`config.mk`:
```
export PLATFORM = sky130hd
export DESIGN_NAME = vga_sync_palette_core
export DESIGN_NICKNAME = d
export VERILOG_FILES = /design/src/rtl/vga_sync_palette_core.sv
export SDC_FILE = /design/constraint.sdc
export NUM_CORES = 1
export LEC_CHECK = 0
export CORE_MARGIN = 5
export CORE_UTILIZATION = 50
export DETAILED_ROUTE_END_ITERATION = 7
export PLACE_DENSITY = 0.83
export SLEW_MARGIN = 30
export SYNTH_ARGS = -nofsm -noshare
export SYNTH_HDL_FRONTEND = slang
export SYNTH_SLANG_ARGS = --single-unit
```
`constraint.sdc`:
```
create_clock -name iVGA_CLK -period 3.3 [get_ports iVGA_CLK]
set_clock_uncertainty 0.1 [all_clocks]
set_input_delay 0.66 -clock iVGA_CLK [delete_from_list [all_inputs] [get_ports iVGA_CLK]]
set_output_delay 0.66 -clock iVGA_CLK [all_outputs]
set_load 0.02 [all_outputs]
```
`src/rtl/vga_sync_palette_core.sv`:
```
// vga_sync_palette_core: 640x480@60 VGA sync/blank generator with linear frame address,
// colour-index fetch (external index or optional image ROM) and fixed 8-entry palette.
// Optional feature macro: IMG_ROM_EN (instantiates the 307200x8 image ROM loaded from IMG_FILE).
// Ports:
//   iVGA_CLK, iRST_n         pixel clock, asynchronous active-low reset
//   iSRC_SEL                 1 = iINDEX, 0 = image ROM (ignored without IMG_ROM_EN)
//   iINDEX[7:0]              colour index for the pixel currently on oADDR
//   oADDR[18:0], oX, oY      cycle-0 frame address and active column/row
//   oHS, oVS, oBLANK_n       syncs and blanking, delayed two cycles to line up with RGB
//   oR, oG, oB               palette colour, two cycles after its oADDR
module vga_sync_palette_core #(
  parameter IMG_FILE = "img_data.hex"
) (
  input  logic        iVGA_CLK,
  input  logic        iRST_n,
  input  logic        iSRC_SEL,
  input  logic [7:0]  iINDEX,
  output logic [18:0] oADDR,
  output logic [9:0]  oX,
  output logic [9:0]  oY,
  output logic        oHS,
  output logic        oVS,
  output logic        oBLANK_n,
  output logic [7:0]  oR,
  output logic [7:0]  oG,
  output logic [7:0]  oB
);
  logic [9:0]  h, v;
  logic        hs_raw, vs_raw, blank_raw;
  logic [1:0]  hs_d, vs_d, blank_d;
  logic [7:0]  idx, src_idx;
  logic [23:0] pal, rgb;
  assign hs_raw    = h >= 10'd96;
  assign vs_raw    = v >= 10'd2;
  assign blank_raw = h >= 10'd144 && h < 10'd784 && v >= 10'd35 && v < 10'd515;
  assign oX        = blank_raw ? h - 10'd144 : 10'd0;
  assign oY        = blank_raw ? v - 10'd35 : 10'd0;
  localparam unused_img_file = IMG_FILE;
`ifdef IMG_ROM_EN
  logic [7:0] rom [307200];
  assign src_idx = iSRC_SEL ? iINDEX : rom[oADDR];
`else
  logic unused_src_sel;
  assign unused_src_sel = iSRC_SEL;
  assign src_idx = iINDEX;
`endif
  always_comb begin
    pal = idx == 8'd1 ? 24'h00FF00 :
          idx == 8'd2 ? 24'h0000FF :
          idx == 8'd3 ? 24'hFF0000 :
          idx == 8'd4 ? 24'hFFFFFF :
          idx == 8'd5 ? 24'hFFFF00 :
          idx == 8'd6 ? 24'h00FFFF :
          idx == 8'd7 ? 24'hFF00FF : 24'h000000;
  end
  always_ff @(posedge iVGA_CLK or negedge iRST_n) begin
    if (!iRST_n) begin
      h       <= 10'd0;
      v       <= 10'd0;
      oADDR   <= 19'd0;
      hs_d    <= 2'b11;
      vs_d    <= 2'b11;
      blank_d <= 2'b00;
      idx     <= 8'd0;
      rgb     <= 24'd0;
    end else begin
      h <= h == 10'd799 ? 10'd0 : h + 10'd1;
      if (h == 10'd799) v <= v == 10'd524 ? 10'd0 : v + 10'd1;
      // the address restarts inside the combined hsync/vsync window, then counts only visible pixels
      oADDR   <= (!hs_raw && !vs_raw) ? 19'd0 :
                 blank_raw ? (oADDR == 19'd307199 ? 19'd0 : oADDR + 19'd1) : oADDR;
      hs_d    <= {hs_d[0], hs_raw};
      vs_d    <= {vs_d[0], vs_raw};
      blank_d <= {blank_d[0], blank_raw};
      idx     <= src_idx;
      // blank_d[0] becomes blank_d[1] alongside this colour, so gating here blanks the output pixel
      rgb     <= blank_d[0] ? pal : 24'd0;
    end
  end
  assign oHS      = hs_d[1];
  assign oVS      = vs_d[1];
  assign oBLANK_n = blank_d[1];
  assign oR       = rgb[23:16];
  assign oG       = rgb[15:8];
  assign oB       = rgb[7:0];
endmodule

```
==> results_dict.tcl <==
set metrics [dict create \
    p_leak_nw 1.800 \
    antenna_found_initial 0 \
    initial_core_util_pct 51.65 \
    ff2ff_path_depth 9 \
    p_per_area_nw_per_um2 270.7 \
    maxSlewHeadroom_pct 52.53 \
    max_cap_viol_count 0 \
    numCtsBuffers 5 \
    whs_path_depth 0 \
    finalWeightedCongestion 0.9008 \
    dieHeight_um 90.99 \
    fmax_mhz 309.7 \
    outcome "complete, no violations" \
    synth_cell_types 55 \
    drv_slew 0 \
    rsz0062_at_grt "true" \
    fin_ws_ps 71.46 \
    min_period_over_period_pct 97.83 \
    dr.pass1.iters 4 \
    fin_cells 503 \
    layout-drive-gt1-share_pct 18.54 \
    synth-seq-cells 56 \
    utilization_pct 64.89 \
    cts_tree "built" \
    hpwl_um 5737 \
    ctsLongestPathBuffers 2 \
    worst_ep_required_time_ps 2540 \
    yosysTopAreaCell "dfrtp_1" \
    end_kind "output port" \
    placedCellCount 490 \
    synthFlopType "dfrtp_1" \
    post-route-min-period_ps 3229 \
    finalSetupViolCount 0 \
    io_buffers 75 \
    worst_setup_path_start_kind "flip-flop" \
    netlist_area_sq_um 3279 \
    worst_ep_arrival_time_ps 2470 \
    postCtsHoldBufs 0 \
    synthToLayoutAreaGrowth_pct 25.64 \
    drcViolationCount 0 \
    n_fill_cell 502 \
    die_area_sq_um 8278 \
    grt_use_total_pct 18.82 \
    clock_latency_ps 310 \
    htree_levels 2 \
    overflow 0 \
    totalWireLength_um 7786 \
    die_x_um 90.99 \
    synth_edf_count 0 \
    num_vias 2885 \
    pre_cts_ws_ps -23.89 \
    reg2reg_to "oADDR[16]$_DFFE_PN0P_" \
    yosys.area.top_type_share_pct 39.68 \
    async_reset_ff_share_pct 100.0 \
    worstHoldPathType "reg2reg" \
    root_buffer "clkbuf_8" \
    wl_per_cell_um 15.48 \
    layout.nets 446 \
    vdd_ir_drop_max_uv 189.3 \
    hold_start "hs_d[0]$_DFF_PN1_" \
    clkTransAtPathRegs_ps 110 \
    synth_area_leaders "dfrtp_1 40%, buf_4 4.8%, nor2_1 4.5%" \
    viasPerCell 5.736 \
    syn_avg_cell_area_sq_um 9.212 \
    ant_nets 0 \
    r2r_slack_ps 550 \
    ios 77 \
    grt_pass1_wl_um 13220 \
    worst_pin_slew_ps 710.5 \
    hold_viol_final 0 \
    cts_sinks 56 \
    grt_max_degree 31 \
    ys_warn_count 0 \
    syn_inst 356 \
    reg2reg_from "v[0]$_DFFE_PN0N_" \
    hold_path_end "hs_d[1]$_DFF_PN1_" \
    crit_type "reg2out" \
    drtIter0Drc 245 \
    cp_max_fo 9 \
    seq_area_frac_synth_pct 42.88 \
    syn_nets 377 \
    n_antenna_cell 0 \
    grt_pass1_vias 2785 \
    coreArea_sq_um 6350 \
    rows 29 \
]
## per-layer routing
| metal | track usage, % | routed length, um |
|---|---|---|
| met1 | 24.55 | 3286 |
| met2 | 31.91 | 3793 |
| met3 | 3.636 | 617 |
| met4 | 5.379 | 88 |
| met5 | 0 | 0 |
## cell usage after synthesis (all sizes together), types with 10 or more instances
cell type,count
dfrtp,52
buf,27
nand3,13
xnor2,11
nor3,16
ha,10
clkbuf,14
nand2,33
inv,12
nor2,39
and3,12
o21ai,27
## worst max-delay path by stage
| stage | from | depth (start not counted) | endpoint | slack [ps] |
|---|---|---|---|---|
| after floorplan | v[1]$_DFFE_PN0N_ | 7 | oX[7] | 260 |
| after global placement | v[0]$_DFFE_PN0N_ | 8 | oY[4] | 30 |
| after detailed placement | v[0]$_DFFE_PN0N_ | 8 | oY[5] | -20 |
| after CTS | v[0]$_DFFE_PN0N_ | 7 | oX[8] | 0.2 |
| after global routing | v[0]$_DFFE_PN0N_ | 8 | oY[4] | -30 |
| final | v[0]$_DFFE_PN0N_ | 8 | oY[4] | 70 |
## cells in the final DEF, fill, tap and decap left out, types with 4 or more instances in the layout
cell,instances
o21ai_2,5
buf_4,30
or3_1,4
nor2_1,39
xnor2_1,11
xor2_1,7
and2_1,6
clkbuf_8,6
nand4_1,6
a32o_1,5
nor3_1,16
nor4_1,5
o21ai_0,22
o31ai_1,6
dfstp_2,4
inv_1,11
and3_1,10
buf_2,12
dfrtp_1,52
nand3b_1,4
nand3_1,13
a21oi_1,6
a31o_1,4
clkdlybuf4s50_1,54
nand2_1,31
ha_1,9
## critical path, cell delays in order, from the launching register on
cell and delay, ps:
dfrtp_1 400, ha_2 200, or4_4 450, a2111oi_4 470
o22ai_4 160, nand2_4 150, buf_12 130, a21oi_1 40
buf_4 160
## final cells by class
class / instances / area [sq um] / share of cell area [%]
Sequential cell: 56 / 1406 / 34.13
Multi-Input combinational cell: 248 / 1585 / 38.48
Clock inverter: 2 / 15.01 / 0.3644
Clock buffer: 6 / 82.58 / 2.004
Timing Repair Buffer: 102 / 889.6 / 21.59
Tap cell: 77 / 96.34 / 2.338
Inverter: 12 / 45.04 / 1.093
## registers in the layout, summed over array words and instances, names as in the netlist
register	flops
idx	8
h	10
oADDR	19
rgb	3
v	10
hs_d	2
vs_d	2
blank_d	2
## cells by family (layout without fill, tap and decap cells)
logic type / Yosys count / after routing / synth area share [%]
xor gates and xnor gates: 18 / 18 / 4.807
adders and majority gates: 10 / 10 / 3.815
muxes: 4 / 4 / 1.259
buffers and inverters: 53 / 122 / 9.576
DFF: 56 / 56 / 42.88
and+or+nand+nor: 155 / 156 / 24.57
AOI/OAI and AO/OA: 60 / 60 / 13.09
## where the power goes
part           switching, W  internal, W  leakage (nW)
Sequential       0.00000290     0.000691         0.735
Combinational     0.0000161    0.0000116          1.02
Clock              0.000224     0.000170        0.0434
Total              0.000243     0.000873          1.80
## through the flow
step	total power, W	TNS, ps	area, sq um	hold slack, ps
after floorplan	0.0007087	0	3279	245.2
after global placement	0.0007343	0	4038	246.7
after detailed placement	0.0007358	-117.8	4038	247.6
after CTS	0.001128	0	4108	261.5
after global routing	0.001158	-134.8	4120	270.3
final	0.001115	0	4120	250.7
## repair_timing
action	CTS	global route
setup buffers	2	2
gates cloned	1	0
hold endpoints to repair	0	0
endpoints found under the setup margin	20	20
pin swaps	5	5
gates resized for setup	75	10
Power figures use the tool's default switching activity.
